File: config.mk
export PLATFORM = sky130hd
export DESIGN_NAME = fp_divider_seq
export DESIGN_NICKNAME = d
export VERILOG_FILES = /design/src/rtl/fp_pkg.sv /design/src/rtl/fp_div_pack.sv /design/src/rtl/fp_divider_seq.sv
export SDC_FILE = /design/constraint.sdc
export NUM_CORES = 1
export LEC_CHECK = 0
export CORE_MARGIN = 3
export CORE_UTILIZATION = 35
export DETAILED_ROUTE_END_ITERATION = 12
export HOLD_SLACK_MARGIN = 0.06
export SLEW_MARGIN = 5
export SYNTH_ARGS = -nofsm -noshare
export SYNTH_HDL_FRONTEND = slang
export SYNTH_SLANG_ARGS = --single-unit
File: constraint.sdc
create_clock -name clk -period 2.7 [get_ports clk]
set_input_delay 0.54 -clock clk [delete_from_list [all_inputs] [get_ports clk]]
set_output_delay 0.54 -clock clk [all_outputs]
set_load 0.1 [all_outputs]
File: src/rtl/fp_pkg.sv
// Shared IEEE 754 single-precision definitions for the PE floating-point datapath.
package fp_pkg;

  localparam int BIAS  = 127;
  localparam int EXP_W = 8;
  localparam int MAN_W = 23;

  // Magnitude bits of infinity: exponent all ones, mantissa zero.
  localparam logic [30:0] FP_INF_MAG = 31'h7F800000;

  // Divider control states.
  typedef enum logic [1:0] {
    IDLE = 2'd0,
    DIV  = 2'd1,
    NORM = 2'd2,
    DONE = 2'd3
  } state_t;

  function automatic logic fp_sign(input logic [31:0] x);
    return x[31];
  endfunction

  function automatic logic [EXP_W-1:0] fp_exp(input logic [31:0] x);
    return x[30:23];
  endfunction

  function automatic logic [MAN_W-1:0] fp_man(input logic [31:0] x);
    return x[22:0];
  endfunction

endpackage

File: src/rtl/fp_div_pack.sv
// Combinational normalise / overflow / underflow / pack of a divider quotient.
// The quotient q holds 1 integer bit (q[24]) and 24 fraction bits; since both
// mantissas lie in [1,2) the quotient lies in (0.5,2), so at most one
// left shift is needed to normalise.
module fp_div_pack
  import fp_pkg::*;
(
  input  logic              sign_i,
  input  logic signed [9:0] exp_i,
  input  logic [24:0]       q_i,
  output logic [31:0]       result_o
);

  logic signed [9:0] exp_adj;
  logic [MAN_W-1:0]  man;

  // Select the mantissa window, adjust the exponent, then saturate or flush.
  always_comb begin
    if (q_i[24]) begin
      exp_adj = exp_i;
      man     = q_i[23:1];
    end else begin
      exp_adj = exp_i - 10'sd1;
      man     = q_i[22:0];
    end
    if (exp_adj >= 10'sd255) begin
      result_o = {sign_i, FP_INF_MAG};
    end else if (exp_adj <= 10'sd0) begin
      result_o = {sign_i, 31'h0};
    end else begin
      result_o = {sign_i, exp_adj[7:0], man};
    end
  end

endmodule

File: src/rtl/fp_divider_seq.sv
// Sequential IEEE 754 single-precision divider, restoring radix-2, one
// quotient bit per clock.
//
// Handshakes: a transfer happens on a rising edge where valid and ready are
// both high. in_ready is high only in IDLE (and never while rst is high);
// out_valid is high only in DONE and result/div_by_zero are held stable until
// the edge where out_ready is also high. Ready never depends on the same
// cycle's valid of the other side.
module fp_divider_seq
  import fp_pkg::*;
#(
  parameter int ITER = 25
) (
  input  logic        clk,
  input  logic        rst,
  input  logic        in_valid,
  output logic        in_ready,
  input  logic [31:0] a,
  input  logic [31:0] b,
  output logic        out_valid,
  input  logic        out_ready,
  output logic [31:0] result,
  output logic        div_by_zero,
  output state_t      dbg_state
);

  state_t            state_q;
  logic [4:0]        cnt_q;
  logic [25:0]       rem_q;
  logic [25:0]       rem_d;
  logic [ITER-1:0]   quo_q;
  logic [ITER-1:0]   quo_d;
  logic [23:0]       mb_q;
  logic signed [9:0] exp_q;
  logic signed [9:0] exp_acc;
  logic              sign_q;
  logic              zdiv_q;
  logic              zop_q;
  logic [31:0]       result_q;
  logic              dbz_q;
  logic              out_valid_q;
  logic              rem_ge;
  logic              accept;
  logic [31:0]       packed_res;

  assign in_ready    = (state_q == IDLE) && !rst;
  assign accept      = in_valid && in_ready;
  assign out_valid   = out_valid_q;
  assign result      = result_q;
  assign div_by_zero = dbz_q;
  assign dbg_state   = state_q;

  // Biased exponent difference, kept signed and wide enough for over/underflow.
  assign exp_acc = {2'b00, fp_exp(a)} - {2'b00, fp_exp(b)} + 10'(BIAS);

  // One restoring step: trial subtract, keep on success, shift left.
  always_comb begin
    rem_ge = (rem_q >= {2'b00, mb_q});
    rem_d  = (rem_ge ? (rem_q - {2'b00, mb_q}) : rem_q) << 1;
    quo_d  = {quo_q[ITER-2:0], rem_ge};
  end

  fp_div_pack u_pack (
    .sign_i   (sign_q),
    .exp_i    (exp_q),
    .q_i      (quo_q),
    .result_o (packed_res)
  );

  // Control FSM with datapath registers; special cases skip the quotient loop
  // and use the NORM slot, so every result is written on the edge entering DONE.
  always_ff @(posedge clk) begin
    if (rst) begin
      state_q     <= IDLE;
      cnt_q       <= '0;
      rem_q       <= '0;
      quo_q       <= '0;
      mb_q        <= '0;
      exp_q       <= '0;
      sign_q      <= 1'b0;
      zdiv_q      <= 1'b0;
      zop_q       <= 1'b0;
      result_q    <= '0;
      dbz_q       <= 1'b0;
      out_valid_q <= 1'b0;
    end else begin
      case (state_q)
        IDLE: begin
          if (accept) begin
            sign_q <= fp_sign(a) ^ fp_sign(b);
            rem_q  <= {2'b00, 1'b1, fp_man(a)};
            mb_q   <= {1'b1, fp_man(b)};
            exp_q  <= exp_acc;
            quo_q  <= '0;
            cnt_q  <= '0;
            zdiv_q <= (fp_exp(b) == '0);
            zop_q  <= (fp_exp(a) == '0);
            if ((fp_exp(b) == '0) || (fp_exp(a) == '0)) begin
              state_q <= NORM;
            end else begin
              dbz_q   <= 1'b0;
              state_q <= DIV;
            end
          end
        end
        DIV: begin
          rem_q <= rem_d;
          quo_q <= quo_d;
          if (cnt_q == 5'(ITER - 1)) begin
            cnt_q   <= '0;
            state_q <= NORM;
          end else begin
            cnt_q <= cnt_q + 5'd1;
          end
        end
        NORM: begin
          if (zdiv_q) begin
            result_q <= {sign_q, FP_INF_MAG};
            dbz_q    <= 1'b1;
          end else if (zop_q) begin
            result_q <= {sign_q, 31'h0};
            dbz_q    <= 1'b0;
          end else begin
            result_q <= packed_res;
            dbz_q    <= 1'b0;
          end
          out_valid_q <= 1'b1;
          state_q     <= DONE;
        end
        DONE: begin
          if (out_ready) begin
            out_valid_q <= 1'b0;
            state_q     <= IDLE;
          end
        end
        default: state_q <= IDLE;
      endcase
    end
  end

endmodule

==> results.sh, run 1 <==
export IMPL_rsz0062_at_grt="no"
export IMPL_cp_end_kind="flop"
export IMPL_clk_latency_ps=420
export IMPL_rr_startpoint="mb_q[19]"
export IMPL_nNetsFinal=1256
export IMPL_synth_nets=1095
export IMPL_drtIter0Drc=540
export IMPL_track_usage=0.185
export IMPL_dieArea_sq_um=24200
export IMPL_ys_types=72
export IMPL_cts_sinks=129
export IMPL_grt_pass1_wl_mm=37.0
export IMPL_fp_dieH_um=156
export IMPL_async_flop_share=0
export IMPL_clockBufferDepth=2
export IMPL_hold_viol_final=0
export IMPL_power_density_nw_per_um2=1200
export IMPL_min_from="result[3]"
export IMPL_antenna_found_initial=0
export IMPL_place_area_sq_um=9580
export IMPL_io_buffers=104
export IMPL_cp_arrival_ps=2900
export IMPL_cts_reportedPaths_clkPinSlew_ps=70
export IMPL_synth_edf_count=0
export IMPL_dp_hpwl_mm=16.7
export IMPL_cts_tree="built"
export IMPL_cp_start_kind="flop"
export IMPL_seq_area_frac_synth=0.330
export IMPL_grt_pass1_vias=7252
export IMPL_first_pass_iters=6
export IMPL_drive_above_1_share=0.200
export IMPL_grt_max_degree=43
export IMPL_overflow=0
export IMPL_irDropWorstVdd_mv=0.567
export IMPL_synth_seq_cells=129
export IMPL_design_area_sq_um=10400
export IMPL_syn_to_final_growth_pct=33.1
export IMPL_cp_max_fo=8
export IMPL_yosysWarningCount=0
export IMPL_finalCriticalPeriod_ps=2580
export IMPL_die_w_um=156
export IMPL_fp_row_count=54
export IMPL_worstPathRequired_ps=3030
export IMPL_viasPerCell=5.39
export IMPL_fillCellCount=2171
export IMPL_wire_per_inst_um=16.1
export IMPL_numCtsBuffers=17
export IMPL_worstMarginPinSlew_ps=1120
export IMPL_drc_errors=0
export IMPL_netlist_instances=984
export IMPL_outcome="finished, final reports clean"
export IMPL_power_mw=12.5
export IMPL_htreeDepth=4
export IMPL_crit_start="mb_q[19]"
export IMPL_crit_type="reg -> reg"
export IMPL_relSlewSlack=0.255
export IMPL_ant_nets=0
export IMPL_drt_total_wl_mm=23.1
export IMPL_layout_common_cells="buf_4, dfxtp_1, nand2_1"
export IMPL_p_leak_nw=4.11
export IMPL_n_antenna_cell=0
export IMPL_synth_main_ff_cell="dfxtp_1"
export IMPL_root_buffer="clkbuf_16"
export IMPL_finalSetupViolCount=0
export IMPL_core_sq_um=21900
export IMPL_ios=105
export IMPL_fin_crit_sh=0.955
export IMPL_fmax_mhz=388
export IMPL_dr_total_vias=7755
export IMPL_final_common_cell="buf_4"
export IMPL_hold_class="reg -> reg"
export IMPL_avgSynthCellArea_sq_um=7.96
export IMPL_start_util=0.358
export IMPL_slew_violations=0
export IMPL_syn_cell_area_sq_um=7830
export IMPL_fin_skew_ps=9.91
export IMPL_drv_cap=0
export IMPL_gp_congestion=0.944
## per-stage QoR
stage	cells	hold WS, ps	utilization	setup TNS (ps)	worst slack, ps
2_1_floorplan	984	435	-	0	6.34
3_3_place_gp	1396	439	0.438	-2590	-572
3_5_place_dp	1396	442	0.438	-2690	-599
4_1_cts	1435	458	0.469	0	5.42
5_1_grt	1438	471	0.476	0	0.712
6_report	1438	454	0.476	0	121
## layer usage
metal,global-route usage,up-vias,share of wire
li1,-,3897,-
met1,0.263,3618,0.48
met2,0.298,215,0.46
met3,0.0291,25,0.048
met4,0.0421,0,0.011
met5,0,-,0
## critical path, stage by stage (launching register included)
cell     delay [ps]
dfxtp_1         330
inv_1            80
ha_1            380
a21oi_1         210
o21ai_0         240
nand3_1         160
nand4_1         180
a31o_4          330
buf_4           180
o31a_1          110
o32ai_1         280
## flip-flops by register name, indices dropped and copies added (netlist names)
signal / count
result: 32
rem_q: 26
quo_q: 25
mb_q: 24
exp_q: 10
cnt_q: 5
dbg_state: 2
div_by_zero: 1
out_valid: 1
sign_q: 1
zdiv_q: 1
zop_q: 1
## synth_stat cells (3+ instances only)
| library cell | number | area, sq um |
|---|---|---|
| or3_1 | 5 | 31.3 |
| nand2_1 | 116 | 435 |
| o32ai_1 | 15 | 131 |
| nor2_1 | 106 | 398 |
| a211o_1 | 6 | 52.6 |
| nand2b_1 | 13 | 81.3 |
| xor2_1 | 11 | 96.3 |
| nand3_1 | 17 | 85.1 |
| a211oi_1 | 12 | 90.1 |
| buf_4 | 3 | 22.5 |
| dfxtp_1 | 129 | 2580 |
| nor3_1 | 5 | 25.0 |
| o22ai_1 | 12 | 75.1 |
| o21ai_0 | 53 | 265 |
| buf_1 | 6 | 22.5 |
| a31oi_1 | 11 | 68.8 |
| o21a_1 | 11 | 82.6 |
| a21boi_0 | 3 | 22.5 |
| o21ai_2 | 21 | 184 |
| mux2i_1 | 26 | 260 |
| and2_1 | 5 | 31.3 |
| o211ai_1 | 17 | 128 |
| inv_1 | 55 | 206 |
| a311oi_1 | 5 | 43.8 |
| or4_1 | 6 | 45.0 |
| xnor2_1 | 20 | 175 |
| nand4_1 | 7 | 43.8 |
| o21bai_1 | 3 | 22.5 |
| o31a_1 | 4 | 35.0 |
| buf_6 | 3 | 33.8 |
| o22a_1 | 4 | 35.0 |
| ha_1 | 41 | 513 |
| clkbuf_1 | 43 | 161 |
| a22oi_1 | 44 | 330 |
| buf_2 | 5 | 25.0 |
| nor4_1 | 4 | 25.0 |
| a21o_1 | 9 | 67.6 |
| nor4b_1 | 4 | 35.0 |
| a21oi_1 | 63 | 315 |
| o2111ai_1 | 3 | 26.3 |
| nor2b_1 | 9 | 56.3 |
| and3_1 | 8 | 50.1 |
## power by group
| group | switching [mW] | internal [mW] |
|---|---|---|
| sequential | 0.301 | 2.22 |
| combinational | 4.47 | 3.23 |
| clock | 1.05 | 1.24 |
| total | 5.83 | 6.69 |
## timing repair
action,4_1_cts,5_1_grt
endpoints found under the setup margin,4,43
endpoints found under the hold margin,0,0
hold buffers,0,0
buffers inserted,7,2
pin swaps,10,13
gates cloned,0,1
gates resized for setup,17,21
## final cells by class
| cell class | count | area [sq um] | share of cell area |
|---|---|---|---|
| inverter | 55 | 206 | 0.0198 |
| multi-input combinational | 741 | 4970 | 0.477 |
| tap | 280 | 350 | 0.0336 |
| clock inverter | 15 | 161 | 0.0155 |
| clock buffer | 17 | 425 | 0.0408 |
| timing repair buffer | 201 | 1720 | 0.165 |
| sequential | 129 | 2590 | 0.248 |
## kinds of logic (layout without fill, tap and decap cells)
logic type,Yosys count,count (layout),share of synthesized area
multiplexers,28,28,0.0361
AND/OR/NAND/NOR,316,316,0.185
buffers and inverters,115,288,0.0602
AO/OA/AOI/OAI,322,323,0.283
flip-flops,129,129,0.330
adder cells (fa/ha/maj),43,43,0.0706
XOR/XNOR,31,31,0.0347
## final timing paths
kind / endpoint / slack [ps] / cells past startpoint
worst min-delay path: result[3] / 450 / 2
worst max register to register: rem_q[8] / 120 / 10
worst max-delay path: rem_q[8] / 120 / 10
worst min register to register: result[3] / 450 / 2
Note: power is estimated with default switching activity, not from simulation.
==> run 2, diff against run 1 <==
--- a/config.mk
+++ b/config.mk
@@ -6,9 +6,11 @@
 export NUM_CORES = 1
 export LEC_CHECK = 0
 export CORE_MARGIN = 3
-export CORE_UTILIZATION = 35
+export CORE_UTILIZATION = 50
+export CTS_CLUSTER_SIZE = 24
 export DETAILED_ROUTE_END_ITERATION = 12
 export HOLD_SLACK_MARGIN = 0.06
+export PLACE_DENSITY = 0.77
 export SLEW_MARGIN = 5
 export SYNTH_ARGS = -nofsm -noshare
 export SYNTH_HDL_FRONTEND = slang
==> run 2 against run 1 <==
Sequential power hardly changed. Critical path depth is 1 lower. Count of clock-buffer cells in the layout stayed put. Global-route usage is 6.5 points higher. Largest power group unchanged. Highest routed layer unchanged. Critical path type is now in -> reg. Non-clock buffer count is 21 lower. First-iteration DRC count is 37% higher. Utilization is 19 points higher. Via count is 1.3% higher. Sequential cell count stayed put.
==> results.sh, run 2 (same netlist as run 1, synthesis figures left out) <==
export IMPL_slew_violations=0
export IMPL_worstMarginPinSlew_ps=1100
export IMPL_nNetsFinal=1234
export IMPL_placed_cells=1310
export IMPL_n_antenna_cell=0
export IMPL_hold_viol_final=0
export IMPL_core_sq_um=15300
export IMPL_layout_common_cells="dfxtp_1, nand2_1, buf_4"
export IMPL_grt_pass1_wl_mm=36.2
export IMPL_crit_start="b[27]"
export IMPL_final_common_cell="dfxtp_1"
export IMPL_final_cells=1347
export IMPL_htreeDepth=4
export IMPL_dr_total_vias=7857
export IMPL_irDropWorstVdd_mv=0.717
export IMPL_antenna_found_initial=0
export IMPL_cts_reportedPaths_clkPinSlew_ps=60
export IMPL_worstPathRequired_ps=3060
export IMPL_rr_startpoint="mb_q[15]"
export IMPL_relSlewSlack=0.267
export IMPL_dp_hpwl_mm=15.4
export IMPL_postCtsHoldBufs=0
export IMPL_largest_reg_flops=32
export IMPL_p_leak_nw=4.01
export IMPL_syn_to_final_growth_pct=29.5
export IMPL_cts_sinks=129
export IMPL_finalSetupViolCount=0
export IMPL_cp_start_kind="primary input"
export IMPL_fin_crit_sh=0.959
export IMPL_ant_nets=0
export IMPL_clk_latency_ps=430
export IMPL_numCtsBuffers=17
export IMPL_start_util=0.513
export IMPL_drt_total_wl_mm=21.8
export IMPL_grt_busiest_layer="met2"
export IMPL_fin_skew_ps=8.83
export IMPL_cts_tree="built"
export IMPL_wire_per_inst_um=16.2
export IMPL_die_w_um=131
export IMPL_first_pass_iters=5
export IMPL_fin_ws_ps=111
export IMPL_grt_max_degree=45
export IMPL_ios=105
export IMPL_power_density_nw_per_um2=1200
export IMPL_fp_dieH_um=131
export IMPL_fp_row_count=45
export IMPL_grtUsageMet2=0.393
export IMPL_io_buffers=104
export IMPL_drtIter0Drc=739
export IMPL_hold_class="in -> reg"
export IMPL_viasPerCell=5.83
export IMPL_cp_max_fo=5
export IMPL_track_usage=0.250
export IMPL_overflow=0
export IMPL_finalCriticalPeriod_ps=2590
export IMPL_gp_congestion=0.997
export IMPL_drive_above_1_share=0.182
export IMPL_met1_usage=0.343
export IMPL_use_met3=0.0521
export IMPL_fmax_mhz=386
export IMPL_hold_ws_ps=411
export IMPL_clockBufferDepth=2
export IMPL_min_from="rst"
export IMPL_cp_end_kind="flop"
export IMPL_root_buffer="clkbuf_16"
export IMPL_outcome="finished, final reports clean"
export IMPL_dieArea_sq_um=17200
export IMPL_fillCellCount=1253
export IMPL_grt_pass1_vias=7304
export IMPL_drv_cap=0
export IMPL_crit_type="in -> reg"
export IMPL_post_place_ws_ps=-625
export IMPL_drc_errors=0
export IMPL_cp_arrival_ps=2950
## run 2: cell types whose count changed in the layout (fill, tap and decap cells not counted), moves of 2 or more
| cell | previous run | this run |
|---|---|---|
| dlygate4sd2_1 | 3 | 1 |
| o32ai_1 | 15 | 13 |
| ha_2 | 1 | 3 |
| ha_4 | 3 | 0 |
| o32ai_2 | 0 | 2 |
| buf_4 | 131 | 108 |
## run 2: what timing repair did
item	CTS	global route
gates cloned	0	0
pin swaps	8	14
gates resized for setup	12	22
hold endpoints to repair	0	0
endpoints found under the setup margin	4	28
buffers inserted	3	2
## run 2: per-stage QoR
step                       util  area [sq um]  power, mW  setup TNS, ps
after floorplan               -          7840       7.38              0
after global placement    0.615          9390       9.45          -2400
after detailed placement  0.615          9390       9.51          -2540
after CTS                 0.658         10000       11.9              0
after global routing      0.665         10100       13.0           -107
final                     0.665         10100       12.2              0
## run 2: power breakdown
group / internal (mW) / leakage [nW] / switching (mW)
Clock: 1.31 / 0.291 / 1.01
Combinational: 3.03 / 2.67 / 4.32
Sequential: 2.22 / 1.05 / 0.321
## run 2: worst paths after layout
kind	to	slack [ps]	cells after the start
worst min-delay path	quo_q[24]	410	2
worst max register to register	rem_q[21]	120	10
worst min register to register	result[12]	450	2
worst max-delay path	exp_q[9]	110	9
## run 2: cell type report
| cell class | instances | area, sq um | share of cell area |
|---|---|---|---|
| flip-flops and latches | 129 | 2590 | 0.255 |
| repair buffers | 180 | 1590 | 0.156 |
| clock inverters | 15 | 170 | 0.0168 |
| inverters | 55 | 206 | 0.0204 |
| clock buffers | 17 | 425 | 0.0420 |
| multi-input cells | 740 | 4900 | 0.483 |
| well taps | 211 | 264 | 0.0260 |
## run 2: layer usage
metal  vias up  routed length, um
met5         -                  0
li1       3856                  -
met1      3659               9930
met4         0                484
met3        45               1600
met2       297               9800
## run 2: worst max-delay path, stage by stage
cell	delay, ps
clkdlybuf4s50_1	470
inv_1	50
ha_1	330
o2111a_1	200
o311a_1	360
or3_4	350
o211ai_1	120
or3b_4	410
a21oi_2	130
==> run 3, diff against run 2 <==
--- a/config.mk
+++ b/config.mk
@@ -11,7 +11,6 @@
 export DETAILED_ROUTE_END_ITERATION = 12
 export HOLD_SLACK_MARGIN = 0.06
 export PLACE_DENSITY = 0.77
-export SLEW_MARGIN = 5
 export SYNTH_ARGS = -nofsm -noshare
 export SYNTH_HDL_FRONTEND = slang
 export SYNTH_SLANG_ARGS = --single-unit
==> results of run 3 <==
Same layout as run 2: the final DEF is identical, and so are final timing and power.
==> RTL change 1 (flow settings as in run 3) <==
Reset style: asynchronous (`rst`), changed in one clocked block.
--- a/src/rtl/fp_divider_seq.sv
+++ b/src/rtl/fp_divider_seq.sv
@@ -70,5 +70,5 @@
   // Control FSM with datapath registers; special cases skip the quotient loop
   // and use the NORM slot, so every result is written on the edge entering DONE.
-  always_ff @(posedge clk) begin
+  always_ff @(posedge clk or posedge rst) begin
     if (rst) begin
       state_q     <= IDLE;
Check against the original RTL: differs if rst is asserted again (counterexample within 4 cycles, from zero or initial values and one cycle with rst high); with rst held inactive, the same outputs for 10 cycles.
==> RTL change 1 against run 3 <==
The run now ends with setup timing left; design area increased by 10%; cell count decreased by 5.2%; sequential cell count unchanged; synthesized area rose by 0.34%; power grew 35%; routed wire length is 4.6% higher; combinational power is 53% higher; setup slack lost 230 ps; critical path type is now flop to flop.
==> RTL change 1: results (changes against run 3) <==
- Failing checks: setup timing
- Critical path endpoint: rem_q[18] (was exp_q[9])
- Register area share after synthesis: 41.08% (was 32.97%)
- Gpl congestion: 0.8549 (was 0.9969)
- Class of the worst hold path: flop to flop (was primary input to flop)
- DR WL met3: 987 um (was 1595 um)
- Slew @ Worst Pin: 996.0 ps (was 1098 ps)
- DR WL met2: 11450 um (was 9800 um)
- Pin count of the biggest net entering global routing: 72 (was 45)
- Largest delay share family, worst path: simple AND/OR/NAND/NOR gates (was compound AO/OA/AOI/OAI gates)
- Max incr delay on CP: 540 ps (was 470 ps)
- Cells on worst reg2reg path: 11 (was 10)
- Commonest cells post-synth: 129 x dfrtp_1, 107 x nor2_1, 79 x nand2_1, 65 x o21ai_0, 62 x a21oi_1 (was 129 x dfxtp_1, 116 x nand2_1, 106 x nor2_1, 63 x a21oi_1, 55 x inv_1)
- Register share of the cell area: 28.88% (was 25.51%)
- CP max stage cell: or4_4 (was clkdlybuf4s50_1)
- WL per Instance: 17.87 um (was 16.19 um)
- Final setup vio count: 12 (was 0)
- Status: complete, but fails checks (was completed)
- Worst r2r src: rem_q[15] (was mb_q[15])
- XOR/XNOR share of the synthesized area: 4.219% (was 3.466%)
- Arr. time, crit path: 3130 ps (was 2950 ps)
- Buffer share of cell area: 17.94% (was 15.65%)
- Hold worst-path end: mb_q[23] (was quo_q[24])
- Met1 Use GR: 31.58% (was 34.29%)
- Multi-input logic area: 4928 sq um (was 4901 sq um)
- Filler cells: 1077 (was 1253)
- First-pass GRT wire length: 34780 um (was 36230 um)
- Total number of vias: 7248 (was 7857)
- GR Util met2: 40.32% (was 39.34%)
- Primary FF master, synth: dfrtp_1 (was dfxtp_1)
- Maximum vdd drop: 753.4 uV (was 717.2 uV)
- Crit path max fanout: 6 (was 5)
- Mux contribution to synthesized area: 4.378% (was 3.610%)
- Clk tree area frac: 4.880% (was 5.874%)
- Syn Nets: 963 (was 1095)
- Leakage: 4.927 nW (was 4.014 nW)
- Nonclk buf count: 223 (was 180)
- WHS: 458.1 ps (was 410.7 ps)
- Logic inverters: 54 (was 55)
- Wl on met1: 9745 um (was 9926 um)
- Multi-Input Combinational: 628 (was 740)
- Setup ws final: -121.8 ps (was 110.7 ps)
- Adder-Cell Fraction of Synth Area: 7.037% (was 7.061%)
[RTL change 1: cell count changes in the layout (fill, tap and decap cells not counted), moves of 12 or more]
cell and change:
a22o_1 +25, o21ai_2 -19, a22oi_1 -44, o211ai_1 -14, a21oi_2 +16, o32ai_1 -12, dfxtp_1 -126, dfrtp_1 +129
buf_4 +34, nand2_1 -37, a21oi_1 -21, nor2_1 -12, o2bb2ai_4 +17
[RTL change 1: metrics by stage]
stage | TNS (ps) | cells | cell area (sq um)
after global placement | -4440 | 1219 | 9644
after detailed placement | -6172 | 1219 | 9644
after CTS | -92.20 | 1265 | 10480
final | -807.6 | 1277 | 11180
after global routing | -4440 | 1277 | 11180
after floorplan | -94300 | 852 | 7961
[RTL change 1: power by group]
part | internal, W | switching, W | leakage, nW
logic | 0.00473 | 0.00649 | 3.02
registers | 0.00261 | 0.000536 | 1.65
clock network | 0.00121 | 0.000916 | 0.261
==> RTL change 2 (config.mk and constraints of run 3) <==
Without the edit above. Put one more register stage on the output `dbg_state`. The value now appears one clock later. The other outputs are not delayed to match.
--- a/src/rtl/fp_divider_seq.sv
+++ b/src/rtl/fp_divider_seq.sv
@@ -49,5 +49,7 @@
   assign result      = result_q;
   assign div_by_zero = dbz_q;
-  assign dbg_state   = state_q;
+  always_ff @(posedge clk) begin
+    dbg_state <= state_q;
+  end
 
   // Biased exponent difference, kept signed and wide enough for over/underflow.
Check against the original RTL: not equivalent (Yosys sat finds a counterexample within 4 cycles, from zero or initial values and one cycle with rst high).
==> RTL change 2 against run 3 <==
Routed wire length decreased by 6.3%; maximum frequency down 3.5%; register-to-register slack worse by 100 ps; setup slack worse by 94 ps; cell count is 3.6% lower; sequential power rose by 2%; synthesized area fell by 3.1%; sequential cell count grew 2; power up 9.2%; design area rose by 1.2%.
==> RTL change 2: results (changes against run 3) <==
- Layout Skew: 6.566 ps (was 8.827 ps)
- CP max stage cell: or4_4 (was clkdlybuf4s50_1)
- Layout cells sized above 1: 22.69% (was 18.22%)
- Area contributors post-synth: dfxtp_1 35%, ha_1 6.8%, nand2_1 6.0% (was dfxtp_1 33%, ha_1 6.5%, nand2_1 5.6%)
- Dpl hpwl: 13770 um (was 15420 um)
- Syn Nets: 1052 (was 1095)
- Post-synthesis cell count: 941 (was 984)
- Maximum vdd drop: 895.3 uV (was 717.2 uV)
- NumNets Final: 1213 (was 1234)
- Synth cell types: 67 (was 72)
- Async SR Flop Fraction: 0% (unchanged)
- Gpl congestion: 0.9094 (was 0.9969)
- Arr. time, crit path: 3030 ps (was 2950 ps)
- Pin count of the biggest net entering global routing: 53 (was 45)
- Vias in the first global route: 6702 (was 7304)
- Status: completed (unchanged)
- Largest delay share family, worst path: simple AND/OR/NAND/NOR gates (was compound AO/OA/AOI/OAI gates)
- Leakage: 4.087 nW (was 4.014 nW)
- Detailed Route Iter0 Violations: 418 (was 739)
- Total number of vias: 7410 (was 7857)
- Primary FF master, synth: dfxtp_1 (unchanged)
- Commonest cells post-synth: 131 x dfxtp_1, 121 x nand2_1, 96 x nor2_1, 64 x a21oi_1, 55 x inv_1 (was 129 x dfxtp_1, 116 x nand2_1, 106 x nor2_1, 63 x a21oi_1, 55 x inv_1)
- Class of the worst hold path: flop to flop (was primary input to flop)
- Max_slew headroom: 19.30% (was 26.74%)
- GRT Total Usage: 23.52% (was 25.03%)
- Filler cells: 1151 (was 1253)
- Placed cell areas: 9206 sq um (was 9390 sq um)
- Crit path max fanout: 6 (was 5)
- First-pass GRT wire length: 31860 um (was 36230 um)
- Max incr delay on CP: 630 ps (was 470 ps)
## RTL change 2: cell types whose count changed in the layout (fill, tap and decap cells not counted), sizes merged, moves of 10 or more
cell | run 3 | this run
nand3 | 17 | 7
o22ai | 12 | 22
nor2 | 106 | 96
buf | 114 | 125
o211ai | 18 | 6
o21ai | 75 | 63
o32ai | 15 | 0
nor3 | 5 | 18
## RTL change 2: power by group
| part | switching (W) | internal, W | total (W) | leakage [nW] |
|---|---|---|---|---|
| sequential | 0.000299 | 0.00228 | 0.00258 | 1.07 |
| clock | 0.000907 | 0.00140 | 0.00230 | 0.285 |
| combinational | 0.00453 | 0.00392 | 0.00846 | 2.73 |
## RTL change 2: cell families (layout without fill, tap and decap cells)
kind of cell	after synthesis	after routing	share of synthesized area (%)
xor+xnor	42	42	4.944
fa+ha+maj	43	43	7.284
mux	33	33	4.384
flops	131	131	34.54
buf+inv	107	279	5.620
simple gates	312	314	18.92
compound gates	273	273	24.31
## RTL change 2: final timing paths
check	cells after the start	slack, ps	to	startpoint
worst max-delay path	9	20	result[12]	quo_q[24]
worst min-delay path	0	420	dbg_state[1]	state_q[1]
worst max register to register	9	20	result[12]	quo_q[24]
worst min register to register	0	420	dbg_state[1]	state_q[1]
## RTL change 2: what timing repair did
item | CTS | global route
pin swaps | 10 | 35
gates cloned | 1 | 2
buffers inserted | 6 | 14
gates resized for setup | 20 | 52
endpoints found under the setup margin | 33 | 57
## RTL change 2: per-layer routing
metal,global-route usage [%],vias up,part of all wire [%]
met5,0,-,0
met4,7.288,0,1.5
met3,4.617,26,5.8
met2,39.82,222,49
met1,30.34,3496,44
li1,-,3666,-
## RTL change 2: per-stage QoR
step / setup TNS, ps / setup slack, ps / power (W) / utilization [%] / std cells
after CTS: -5.354 / -5.354 / 0.01233 / 67.61 / 1288
final: 0 / 16.86 / 0.01334 / 69.80 / 1299
after detailed placement: -4375 / -650.1 / 0.009794 / 62.63 / 1249
after floorplan: -937.7 / -66.85 / 0.007384 / - / 941
after global routing: -1422 / -90.72 / 0.01414 / 69.80 / 1299
after global placement: -3541 / -591.0 / 0.009707 / 62.63 / 1249
## RTL change 2: area by class of cell
class                           instances  area, sq um  area share (%)
Multi-Input combinational cell        705         4861           47.38
Clock buffer                           19        442.9           4.317
Inverter                               55        206.4           2.012
Sequential cell                       131         2626           25.60
Timing Repair Buffer                  192         1743           16.99
Tap cell                              184        230.2           2.244
Clock inverter                         13        150.1           1.463
